[config.mk]
export PLATFORM = sky130hd
export DESIGN_NAME = sdram_arbiter
export DESIGN_NICKNAME = d
export VERILOG_FILES = /design/src/rtl/sdram_arbiter.sv
export SDC_FILE = /design/constraint.sdc
export NUM_CORES = 1
export LEC_CHECK = 0
export ABC_AREA = 0
export BUFFER_PORTS_ARGS = -buffer_cell sky130_fd_sc_hd__buf_4
export CAP_MARGIN = 20
export CORE_MARGIN = 8
export CORE_UTILIZATION = 45
export CTS_CLUSTER_DIAMETER = 30
export DETAILED_ROUTE_END_ITERATION = 7
export GPL_ROUTABILITY_DRIVEN = 1
export PLACE_DENSITY_LB_ADDON = 0.1
export SETUP_SLACK_MARGIN = 0.02
export SYNTH_ARGS = -nofsm -noshare
export SYNTH_HDL_FRONTEND = slang
export SYNTH_SLANG_ARGS = --single-unit
[constraint.sdc]
create_clock -name i_Clk -period 5.2 [get_ports i_Clk]
set_input_delay 1.04 -clock i_Clk [delete_from_list [all_inputs] [get_ports i_Clk]]
set_output_delay 1.04 -clock i_Clk [all_outputs]
set_load 0.02 [all_outputs]
[src/rtl/sdram_arbiter.sv]
// Registered round-robin arbiter that grants NUM_CH requesters one full SDRAM transaction at a time.
// Define SDRAM_ARB_FIXED_PRIORITY_EN to make channel 0 always win the IDLE scan (fixed priority).
module sdram_arbiter #(
    parameter int NUM_CH            = 3,
    parameter int ADDR_W            = 22,
    parameter int DATA_W            = 32,
    parameter int READ_BURST_LENGTH = 8
) (
    input  logic                     i_Clk,
    input  logic                     i_Rst_N,
    input  logic [2*NUM_CH-1:0]      i_Cmd,
    input  logic [ADDR_W*NUM_CH-1:0] i_Addr,
    input  logic [DATA_W*NUM_CH-1:0] i_Wdata,
    input  logic                     i_Data_Read_Valid,
    input  logic                     i_Data_Write_Done,
    output logic [1:0]               o_Cmd,
    output logic [ADDR_W-1:0]        o_Addr,
    output logic [DATA_W-1:0]        o_Wdata,
    output logic [NUM_CH-1:0]        o_Grant,
    output logic [NUM_CH-1:0]        o_Read_Valid,
    output logic [NUM_CH-1:0]        o_Write_Done,
    output logic                     o_Busy
);

    localparam int IDX_W = (NUM_CH > 1) ? $clog2(NUM_CH) : 1;
    localparam int CNT_W = (READ_BURST_LENGTH > 1) ? $clog2(READ_BURST_LENGTH) : 1;
    localparam logic [CNT_W-1:0] LAST_BEAT = CNT_W'(READ_BURST_LENGTH - 1);
    localparam logic [IDX_W-1:0] LAST_CH   = IDX_W'(NUM_CH - 1);
    localparam logic [1:0] CMD_IDLE = 2'b00;
    localparam logic [1:0] CMD_RD   = 2'b01;
    localparam logic [1:0] CMD_WR   = 2'b10;

    typedef enum logic [1:0] {ST_IDLE, ST_BUSY_RD, ST_BUSY_WR, ST_RECOVER} state_t;

    state_t              state_reg, state_next;
    logic [1:0]          cmd_reg, cmd_next;
    logic [ADDR_W-1:0]   addr_reg, addr_next;
    logic [DATA_W-1:0]   wdata_reg, wdata_next;
    logic [NUM_CH-1:0]   grant_reg, grant_next;
    logic [IDX_W-1:0]    owner_reg, owner_next;
    logic [IDX_W-1:0]    ptr_reg, ptr_next;
    logic [CNT_W-1:0]    cnt_reg, cnt_next;

    logic [NUM_CH-1:0]   req_rd;
    logic [NUM_CH-1:0]   req_wr;
    logic [ADDR_W-1:0]   ch_addr  [NUM_CH];
    logic [DATA_W-1:0]   ch_wdata [NUM_CH];
    logic [IDX_W-1:0]    scan_base;
    logic [IDX_W-1:0]    win_idx;
    logic                win_found;

    // Unpack per-channel buses; command 11 decodes as neither read nor write.
    generate
        for (genvar gi = 0; gi < NUM_CH; gi++) begin : g_ch
            assign req_rd[gi]   = (i_Cmd[2*gi +: 2] == CMD_RD);
            assign req_wr[gi]   = (i_Cmd[2*gi +: 2] == CMD_WR);
            assign ch_addr[gi]  = i_Addr[gi*ADDR_W +: ADDR_W];
            assign ch_wdata[gi] = i_Wdata[gi*DATA_W +: DATA_W];
        end
    endgenerate

`ifdef SDRAM_ARB_FIXED_PRIORITY_EN
    assign scan_base = '0;
`else
    assign scan_base = ptr_reg;
`endif

    always_comb begin : p_scan
        int cand;
        win_found = 1'b0;
        win_idx   = '0;
        cand      = 0;
        for (int i = 0; i < NUM_CH; i++) begin
            cand = int'(scan_base) + i;
            if (cand >= NUM_CH) cand = cand - NUM_CH;
            if (!win_found && (req_rd[cand[IDX_W-1:0]] || req_wr[cand[IDX_W-1:0]])) begin
                win_found = 1'b1;
                win_idx   = cand[IDX_W-1:0];
            end
        end
    end

    always_ff @(posedge i_Clk or negedge i_Rst_N) begin
        if (!i_Rst_N) begin
            state_reg <= ST_IDLE;
            cmd_reg   <= CMD_IDLE;
            addr_reg  <= '0;
            wdata_reg <= '0;
            grant_reg <= '0;
            owner_reg <= '0;
            ptr_reg   <= '0;
            cnt_reg   <= '0;
        end else begin
            state_reg <= state_next;
            cmd_reg   <= cmd_next;
            addr_reg  <= addr_next;
            wdata_reg <= wdata_next;
            grant_reg <= grant_next;
            owner_reg <= owner_next;
            ptr_reg   <= ptr_next;
            cnt_reg   <= cnt_next;
        end
    end

    always_comb begin
        state_next = state_reg;
        cmd_next   = cmd_reg;
        addr_next  = addr_reg;
        wdata_next = wdata_reg;
        grant_next = grant_reg;
        owner_next = owner_reg;
        ptr_next   = ptr_reg;
        cnt_next   = cnt_reg;
        case (state_reg)
            ST_IDLE: begin
                if (win_found) begin
                    grant_next = {{(NUM_CH-1){1'b0}}, 1'b1} << win_idx;
                    owner_next = win_idx;
                    addr_next  = ch_addr[win_idx];
                    wdata_next = ch_wdata[win_idx];
                    if (req_rd[win_idx]) begin
                        cmd_next   = CMD_RD;
                        state_next = ST_BUSY_RD;
                    end else begin
                        cmd_next   = CMD_WR;
                        state_next = ST_BUSY_WR;
                    end
                end
            end
            ST_BUSY_RD: begin
                if (i_Data_Read_Valid) begin
                    if (cnt_reg == LAST_BEAT) begin
                        cnt_next   = '0;
                        state_next = ST_RECOVER;
                        cmd_next   = CMD_IDLE;
                        addr_next  = '0;
                        wdata_next = '0;
                        grant_next = '0;
                    end else begin
                        cnt_next = cnt_reg + CNT_W'(1);
                    end
                end
            end
            ST_BUSY_WR: begin
                if (i_Data_Write_Done) begin
                    state_next = ST_RECOVER;
                    cmd_next   = CMD_IDLE;
                    addr_next  = '0;
                    wdata_next = '0;
                    grant_next = '0;
                end
            end
            ST_RECOVER: begin
                // Next scan starts just past the channel that was served.
                ptr_next   = (owner_reg == LAST_CH) ? '0 : owner_reg + IDX_W'(1);
                state_next = ST_IDLE;
            end
            default: state_next = ST_IDLE;
        endcase
    end

    assign o_Cmd        = cmd_reg;
    assign o_Addr       = addr_reg;
    assign o_Wdata      = wdata_reg;
    assign o_Grant      = grant_reg;
    assign o_Busy       = (state_reg != ST_IDLE);
    assign o_Read_Valid = (state_reg == ST_BUSY_RD && i_Data_Read_Valid) ? grant_reg : '0;
    assign o_Write_Done = (state_reg == ST_BUSY_WR && i_Data_Write_Done) ? grant_reg : '0;

endmodule

# Word-level counts from Yosys, hierarchy flattened
# Index checks and enable logic that the tools add are counted.
dict set report totals {
  regBits 68
  input_bits 172
  output_inout_bits 66
  elab_cells 114
}
dict set report classes {
  n_addsub 7
  magnitude_cmp 8
  eq_ne 15
  n_shift 1
  muxes 58
  n_bitwise 1
  reduce_logical 16
}
# cell count
set op_table {}
lappend op_table {{2-to-1 mux 32 bit} 6}
lappend op_table {{2-to-1 mux 22 bit} 6}
lappend op_table {{case mux 32 bit (3 select lines)} 1}
lappend op_table {{case mux 22 bit (3 select lines)} 1}
lappend op_table {{binary-select mux 32 bit (select 2 bit)} 1}
lappend op_table {{binary-select mux 22 bit (select 2 bit)} 1}
lappend op_table {{2-to-1 mux 2 bit} 15}
lappend op_table {{2-to-1 mux 3 bit} 7}
lappend op_table {{binary-select mux 1 bit (select 2 bit)} 7}
lappend op_table {{== test 2 bit, second input constant} 6}
lappend op_table {{less-than comparator 2 x 3 -> 1 bit, second input constant} 4}
lappend op_table {{2-to-1 mux 1 bit} 10}
lappend op_table {{case mux 3 bit (3 select lines)} 1}
lappend op_table {{== test 2 x 1 -> 1 bit, second input constant} 4}
lappend op_table {{inequality test 2 bit, second input constant} 4}
lappend op_table {{case mux 2 bit (4 select lines)} 1}
lappend op_table {{greater-or-equal comparator 3 x 2 -> 1 bit, second input constant} 2}
lappend op_table {{case mux 2 bit (3 select lines)} 1}
lappend op_table {{subtractor 2 bit, second input constant} 3}
lappend op_table {{AND reduction 5 bit} 1}
lappend op_table {{logical AND 1 bit} 4}
lappend op_table {{AND reduction 2 bit} 2}
lappend op_table {{AND reduction 4 bit} 1}
lappend op_table {{adder 2 x 1 -> 3 bit, second input constant} 1}
lappend op_table {{other kinds (13)} 16}

# Longest topological paths before layout
# Gate-level depths: netlist of the first run.
dict set report logic_depth {
  word_depth 18
  mapped_depth 11
}

# Worst setup path before layout of the first run
# Ideal clock, no wire load.
dict set report synth_timing {
  path_type {input to register}
  startpoint {in i_Cmd[1]}
  endpoint {reg addr_reg[10] (netlist: o_Addr[10])}
  setup_ns 0.145
  t_arrival_ns 2.551
  required_time_ns 5.055
  setup_slack_ns 2.504
  cell_stages 8
  path_buffers 2
  cell_sequence {xor2_2 > o31ai_1 > o21ai_0 > and2_1 > buf_4 > buf_2 > mux2i_1 > o221ai_2}
}
dict set report synth_between {
  elab_chain_len 17
  elab_cells_between_ends 35
  cone_classes {eq/ne: 3; mux: 23; bitwise: 1; reduce/logical: 8}
}
# element line_no
set synth_lines {}
lappend synth_lines {{start, declared} 11} ;# input logic [2*NUM_CH-1:0] i_Cmd,
lappend synth_lines {{== test 2 x 1 -> 1 bit / == test 2 bit (equally long branches)} {55, 56}}
lappend synth_lines {{binary-select mux 1 bit (select 2 bit)} 76} ;# if (!win_found && (req_rd[cand[IDX_W-1:0]] || req_wr[cand[IDX_W-1:0]])) begin
lappend synth_lines {{2-to-1 mux 1 bit (implied by the code)} 76}
lappend synth_lines {{logical OR 1 bit} 76}
lappend synth_lines {{2-to-1 mux 1 bit} 76}
lappend synth_lines {{zero test 1 bit} 76}
lappend synth_lines {{logical AND 1 bit} 76}
lappend synth_lines {{2-to-1 mux 1 bit} 76}
lappend synth_lines {{zero test 1 bit} 76}
lappend synth_lines {{logical AND 1 bit} 76}
lappend synth_lines {{2-to-1 mux 2 bit} 76}
lappend synth_lines {{NOT 2 -> 3 bit (implied by the code)} 119} ;# addr_next = ch_addr[win_idx];
lappend synth_lines {{binary-select mux 22 bit (select 2 bit)} 119}
lappend synth_lines {{2-to-1 mux 22 bit (implied by the code) (2 in series)} 119}
lappend synth_lines {{2-to-1 mux 22 bit} 116} ;# if (win_found) begin
lappend synth_lines {{case mux 22 bit (3 select lines)} 114} ;# case (state_reg)
lappend synth_lines {{end signal, assigned} 96} ;# addr_reg <= addr_next;
lappend synth_lines {{end, declared} 37} ;# logic [ADDR_W-1:0] addr_reg, addr_next;
# Parallel ways exist; a longest one is shown, timed or not. The select of a mux whose other input is x is not followed.
# A chain may end at the register's enable or synchronous reset.

# Worst setup path after layout of the first run
dict set report layout_timing {
  startpoint {in i_Cmd[1]}
  endpoint {reg wdata_reg[22] (netlist: o_Wdata[22])}
}
dict set report layout_between {
  elab_chain_len 17
  elab_cells_between_ends 35
  cone_classes {eq/ne: 3; mux: 23; bitwise: 1; reduce/logical: 8}
}
# element line_no
set layout_lines {}
lappend layout_lines {{== test 2 x 1 -> 1 bit / == test 2 bit (equally long branches)} {55, 56}}
lappend layout_lines {{binary-select mux 1 bit (select 2 bit)} 76}
lappend layout_lines {{2-to-1 mux 1 bit (implied by the code)} 76}
lappend layout_lines {{logical OR 1 bit} 76}
lappend layout_lines {{2-to-1 mux 1 bit} 76}
lappend layout_lines {{zero test 1 bit} 76}
lappend layout_lines {{logical AND 1 bit} 76}
lappend layout_lines {{2-to-1 mux 1 bit} 76}
lappend layout_lines {{zero test 1 bit} 76}
lappend layout_lines {{logical AND 1 bit} 76}
lappend layout_lines {{2-to-1 mux 2 bit} 76}
lappend layout_lines {{NOT 2 -> 3 bit (implied by the code)} 120} ;# wdata_next = ch_wdata[win_idx];
lappend layout_lines {{binary-select mux 32 bit (select 2 bit)} 120}
lappend layout_lines {{2-to-1 mux 32 bit (implied by the code) (2 in series)} 120}
lappend layout_lines {{2-to-1 mux 32 bit} 116}
lappend layout_lines {{case mux 32 bit (3 select lines)} 114}
lappend layout_lines {{end signal, assigned} 97} ;# wdata_reg <= wdata_next;
lappend layout_lines {{end, declared} 38} ;# logic [DATA_W-1:0] wdata_reg, wdata_next;
# Parallel ways exist; a longest one is shown, timed or not. The select of a mux whose other input is x is not followed.

==> qor.txt, run 1 <==
Status: finished clean
Synth Register Bits: 68
Top FF cell, synth: dfrtp_1
CTS tree: yes
Core ar.: 9594 um2
Top Ports: 238
Power Density: 646.2 nW/um2
Die width: 114.6 um
Share of total power in the clock network: 14.9%
RSZ-0062 raised after global routing: no
Achievable Freq: 280.8 MHz
Mapped Area: 4377 um2
Maximum fanout along the worst path: 36
Vias in the first global route: 4489
Vias post-DR: 4173
CP Capture Type: register
Top post-synthesis cells by area: dfrtp_1 (39%), o221ai_2 (17%), mux2i_1 (13%), nand2_1 (10%), ha_1 (3.1%)
Post-Syn Area per Cell: 10.35 um2
Initial antenna violation count: 0
Synth warn: 0
DIE AREA: 13140 um2
Max Cap Violations: 0
CP Class: input pin to register
Final count of negative-setup-slack endpoints: 0
Sequential fraction of the synthesis area: 38.88%
CP Launch Type: input pin
Top cell type by total area after synthesis: dfrtp_1
Endpoint required time on the critical path: 5410 ps
Final hold vios: 0
Clk buf depth: 2
Die H: 114.6 um
Post-synthesis cell type count: 43
Post-DP HPWL: 11.23 mm
Standard-cell rows: 36
Cell Area, Placed: 6176 um2
Area Overhead vs Synth: 48.28%
Final WL: 14.53 mm
Max Slew Vio Count: 0
Worst-case reg-to-reg path depth: 10
Worst min path class: register to register
Gate power share: 63.9%
Initial core utilization: 45.62%
Part of the power in registers: 21.2%
PortBufs: 237
Drt drc: 0
Net Switching: 1.947 mW
Max reg flops: 32
Post-CTS repair timing setup buffer count: 0
Share of the synthesized area in the top cell type: 38.88%
Clk Latency, worst-skew pair: 340 ps
Commonest cells in the netlist: nand2_1 (122), dfrtp_1 (68), mux2i_1 (55)
Clock Skews: 10.29 ps
Post-synth EDFFs: 0
Crit path to: o_Wdata[22]$_DFFE_PN0P_
DR pass1 iterations: 4
Slew headroom: 31.67%
P_leak: 3.262 nW
Power consumption: 4.194 mW
Clock Sink Count: 68
Worst reg2reg endpoint: o_Wdata[22]$_DFFE_PN0P_
CTS Buf Count: 9
Post-Synthesis Cells: 423
Post-synth net total: 606
CTS H-tree lvls: 3
Critical Path Source: i_Cmd[1]
Worst VDD drop: 0.4360 mV
Post-CTS resize count: 0
Clk slew on worst S/H paths: 70 ps
Slew @ Worst Pin: 1025 ps
Critical path data arrival time: 3770 ps
Final instance area: 6490 um2
GRT Total Usage: 21.68%
Starting DRC count in detailed routing: 193
Reg2reg start: ptr_reg[0]$_DFFE_PN0N_
CTS Hold Bufs: 0
Final ANT Viol Nets: 0
Gr ovfl total: 0
Antenna cells: 0
First-pass GRT wire length: 22.47 mm
Largest net degree at the start of global routing: 92
Final Cycle Share: 68.48%
Final critical-path required period: 3561 ps
Internal: 2.247 mW
Most common cell in the netlist: nand2_1
Ys async rst share: 100.0%
CTS Root Buffer Type: clkbuf_8
Via density: 5.343
Reg2Reg Setup Slack: 1670 ps
Setup TNS: 0 ps
Sw Ratio: 46.42%
Placer Congestion: 0.8655
Layout cells sized above 1: 49.07%
DR WL/cell: 18.60 um
Total Nets Final: 826
## worst max-delay path, cell delays in order
cell and delay (ps):
buf_4 120, xor2_2 210, a22oi_1 220, o211ai_2 160, o21ai_4 160, buf_4 330, or3_2 870, buf_4 460
o221ai_1 170
## how the worst min path moves through the flow
stage / startpoint / end / depth (start not counted)
6_report: o_Cmd[1]$_DFFE_PN0P_ / o_Cmd[1]$_DFFE_PN0P_ / 2
4_1_cts: o_Wdata[8]$_DFFE_PN0P_ / o_Wdata[8]$_DFFE_PN0P_ / 2
3_3_place_gp: o_Cmd[1]$_DFFE_PN0P_ / o_Cmd[1]$_DFFE_PN0P_ / 2
2_1_floorplan: owner_reg[1]$_DFFE_PN0P_ / owner_reg[1]$_DFFE_PN0P_ / 2
3_5_place_dp: o_Wdata[8]$_DFFE_PN0P_ / o_Wdata[8]$_DFFE_PN0P_ / 2
5_1_grt: o_Addr[13]$_DFFE_PN0P_ / o_Addr[13]$_DFFE_PN0P_ / 2
## layout make-up
cell class	count	area (um2)
clock buffers	10	127.6
clock inverters	6	158.9
fillers	753	3104
inverters	7	26.28
multi-input cells	315	2472
flip-flops and latches	68	1702
well taps	133	166.4
repair buffers	242	1837
## per-stage QoR
stage / worst slack (ps) / hold slack, ps / std cells / utilization [%]
CTS: 1626 / 494.7 / 780 / 67.36
finish: 1639 / 493.6 / 781 / 67.64
global placement: 1296 / 469.0 / 764 / 64.37
global route: 1292 / 521.3 / 781 / 67.64
detailed placement: 1247 / 471.9 / 764 / 64.37
floorplan: 2504 / 463.3 / 423 / -
## cells by family after synthesis
logic type,Yosys count,synth area share (%)
AO/OA/AOI/OAI,86,23.56
buffers and inverters,40,4.888
flip-flops,68,38.88
AND/OR/NAND/NOR,154,14.75
multiplexers,59,13.61
XOR/XNOR,5,1.172
adder cells (fa/ha/maj),11,3.145
## power by group through the flow
stage / Clock [mW] / Sequential [mW] / Combinational [mW]
after global placement: 0 / 0.893 / 2.58
after floorplan: 0 / 1.07 / 1.79
after CTS: 0.637 / 0.889 / 2.65
after detailed placement: 0 / 0.894 / 2.65
final: 0.626 / 0.890 / 2.68
after global routing: 0.665 / 0.915 / 2.91
## metal layers
layer / track usage [%] / up-vias / part of all wire [%] / wire length [um]
li1: - / 1990 / - / -
met1: 24.04 / 1938 / 39 / 5596
met2: 36.10 / 219 / 48 / 6984
met3: 9.494 / 26 / 11 / 1635
met4: 7.631 / 0 / 2.1 / 311
met5: 0 / - / 0 / 0
## cells in the final DEF (no fill, tap or decap), types with 3 or more instances in the layout
cell type	n
buf_4	241
nand2_1	122
dfrtp_1	68
mux2i_1	55
o221ai_2	50
ha_1	11
o21ai_0	9
clkbuf_8	9
and3_1	8
nor2b_1	8
inv_1	7
nor2_1	6
bufinv_16	5
o31ai_1	4
o221ai_1	4
mux2_2	4
nor3_1	3
Note: power is estimated with default switching activity, not from simulation.
==> run 2, diff against run 1 <==
--- a/config.mk
+++ b/config.mk
@@ -9,7 +9,7 @@
 export BUFFER_PORTS_ARGS = -buffer_cell sky130_fd_sc_hd__buf_4
 export CAP_MARGIN = 20
 export CORE_MARGIN = 8
-export CORE_UTILIZATION = 45
+export CORE_UTILIZATION = 41
 export CTS_CLUSTER_DIAMETER = 30
 export DETAILED_ROUTE_END_ITERATION = 7
 export GPL_ROUTABILITY_DRIVEN = 1
==> constraint.sdc (replaced) <==
create_clock -name i_Clk -period 3.1 [get_ports i_Clk]
set_input_delay 0.62 -clock i_Clk [delete_from_list [all_inputs] [get_ports i_Clk]]
set_output_delay 0.62 -clock i_Clk [all_outputs]
set_load 0.02 [all_outputs]
==> run 2 against run 1 <==
Effect of this change:
- register-to-register slack got worse by 1300 ps
- sequential cell count stayed put
- clock-buffer cell count up 1
- largest cell class unchanged
- largest power group unchanged
==> qor.txt, run 2 (synthesis gave the netlist of run 1 again) <==
Initial antenna violation count: 0 (unchanged)
Power consumption: 6.933 mW (+65%)
CTS Buf Count: 9 (unchanged)
Final critical-path required period: 2761 ps
Placer Congestion: 0.8849 (+2.2%)
Status: finished clean
Worst-case reg-to-reg path depth: 8 (-2)
Initial core utilization: 42.21% (-3.4 points)
Post-CTS repair timing setup buffer count: 0 (unchanged)
DR pass1 iterations: 4 (unchanged)
CTS tree: yes
Max Slew Vio Count: 0 (unchanged)
GRT Total Usage: 19.78% (-1.9 points)
Leading cell type in the layout, fill and taps excluded: buf_4
Worst min path class: input pin to asynchronous set/reset pin
Clk buf depth: 2 (unchanged)
Multi-input gate area: 2472 um2 (unchanged)
Largest net degree at the start of global routing: 118 (+28%)
Max incr delay on CP: 550 ps (-320 ps)
Endpoint required time on the critical path: 3290 ps (-2120 ps)
Critical path data arrival time: 2950 ps (-820 ps)
Final WL: 14.47 mm (-0.36%)
Worst VDD drop: 0.9786 mV (+120%)
Slew @ Worst Pin: 869.9 ps (-155.1 ps)
DR WL/cell: 18.41 um (-0.99%)
CP Class: register to register
Core ar.: 10370 um2 (+8.1%)
CTS Hold Bufs: 0 (unchanged)
Clock Sink Count: 68 (unchanged)
Antenna cells: 0 (unchanged)
Final Cycle Share: 89.07%
Via density: 5.302 (-0.78%)
Vias in the first global route: 4592 (+2.3%)
CTS Root Buffer Type: clkbuf_8
Total Nets Final: 828 (+0.24%)
Area Overhead vs Synth: 48.46%
P_leak: 3.262 nW (about the same)
Power Density: 1067 nW/um2 (+65%)
Reg2reg start: ptr_reg[1]$_DFFE_PN0N_
DIE AREA: 14240 um2 (+8.4%)
Top Ports: 238 (unchanged)
Vias post-DR: 4167 (-0.14%)
Layout cells sized above 1: 49.38% (+0.31 points)
Final count of negative-setup-slack endpoints: 0 (unchanged)
PortBufs: 237 (unchanged)
Die H: 119.3 um (+4.1%)
Pre-CTS setup slack: 360.2 ps (-887.2 ps)
Post-DP HPWL: 11.19 mm (-0.29%)
Post-CTS resize count: 0 (unchanged)
Max Cap Violations: 0 (unchanged)
Max reg flops: 32 (unchanged)
Standard-cell rows: 37 (+2.8%)
CP Capture Type: register
Hold_ws: 380.5 ps (-113.1 ps)
First-pass GRT wire length: 22.97 mm (+2.2%)
Storage element area: 1702 um2 (unchanged)
Cell at the slowest stage of the critical path: a2111oi_1
Starting DRC count in detailed routing: 191 (-1.0%)
Slew headroom: 42.01% (+10 points)
Clock Skews: 16.55 ps (+6.262 ps)
Final hold vios: 0 (unchanged)
CTS H-tree lvls: 3 (unchanged)
Final instance area: 6497 um2 (+0.12%)
Worst reg2reg endpoint: o_Wdata[22]$_DFFE_PN0P_
Final ANT Viol Nets: 0 (unchanged)
Gr ovfl total: 0 (unchanged)
Cell Chain, Critical Path: inv_1 -> ha_1 -> nand2_1 -> a2111oi_1 -> a32o_1 -> or3_2 -> buf_4 -> o221ai_1
Final WS setup: 338.8 ps (-1300 ps)
Drt drc: 0 (unchanged)
Maximum fanout along the worst path: 35 (-2.8%)
CP Launch Type: register
Commonest cells after routing, fill and taps aside: buf_4 (241), nand2_1 (122), dfrtp_1 (68), mux2i_1 (55), o221ai_2 (50)
Cell Area, Placed: 6240 um2 (+1.0%)
Fillers: 938 (+25%)
Setup TNS: 0 ps (unchanged)
Reg2Reg Setup Slack: 340 ps (-1330 ps)
RSZ-0062 raised after global routing: no
Clk slew on worst S/H paths: 80 ps (about the same)
Die width: 119.3 um (+4.1%)
Clk Latency, worst-skew pair: 350 ps (about the same)
Achievable Freq: 362.2 MHz
[run 2: area by class of cell]
| cell class | count | area share (%) |
|---|---|---|
| multi-input combinational | 315 | 38.05 |
| timing repair buffer | 244 | 28.77 |
| sequential | 68 | 26.19 |
| tap | 136 | 2.619 |
| clock buffer | 11 | 2.330 |
| clock inverter | 5 | 1.637 |
| inverter | 7 | 0.4044 |
[run 2: worst max path at each step]
| stage | start | endpoint | slack (ps) | depth (start not counted) |
|---|---|---|---|---|
| after CTS | ptr_reg[0]$_DFFE_PN0N_ | o_Wdata[22]$_DFFE_PN0P_ | 330 | 8 |
| after global routing | ptr_reg[0]$_DFFE_PN0N_ | o_Wdata[22]$_DFFE_PN0P_ | 150 | 8 |
| after floorplan | ptr_reg[0]$_DFFE_PN0N_ | o_Addr[10]$_DFFE_PN0P_ | 620 | 11 |
| final | ptr_reg[1]$_DFFE_PN0N_ | o_Wdata[22]$_DFFE_PN0P_ | 340 | 8 |
| after global placement | i_Cmd[1] | o_Wdata[22]$_DFFE_PN0P_ | 440 | 8 |
| after detailed placement | ptr_reg[0]$_DFFE_PN0N_ | o_Wdata[22]$_DFFE_PN0P_ | 360 | 8 |
[run 2: power breakdown]
part,internal [mW],switching [mW],total (mW)
clock network,0.582,0.367,0.949
registers,1.27,0.215,1.48
logic,1.81,2.69,4.50
total,3.66,3.27,6.93
[run 2: through the flow]
step	util, %	std cells
2_1_floorplan	-	423
3_3_place_gp	60.17	770
3_5_place_dp	60.17	770
4_1_cts	62.66	786
5_1_grt	62.66	786
6_report	62.66	786
[run 2: metal layers]
layer  GRT usage, %  share of wire (%)
met5              0                  0
met4          7.182                1.8
met3          7.369                8.8
met2          34.00                 50
met1          21.99                 40
[run 2: critical path, delay by kind of cell, from the launching register on]
family          cells  cell delay (ps)
buf+inv             2              540
fa+ha+maj           1              360
compound gates      3             1050
simple gates        2              240
flops               1              410
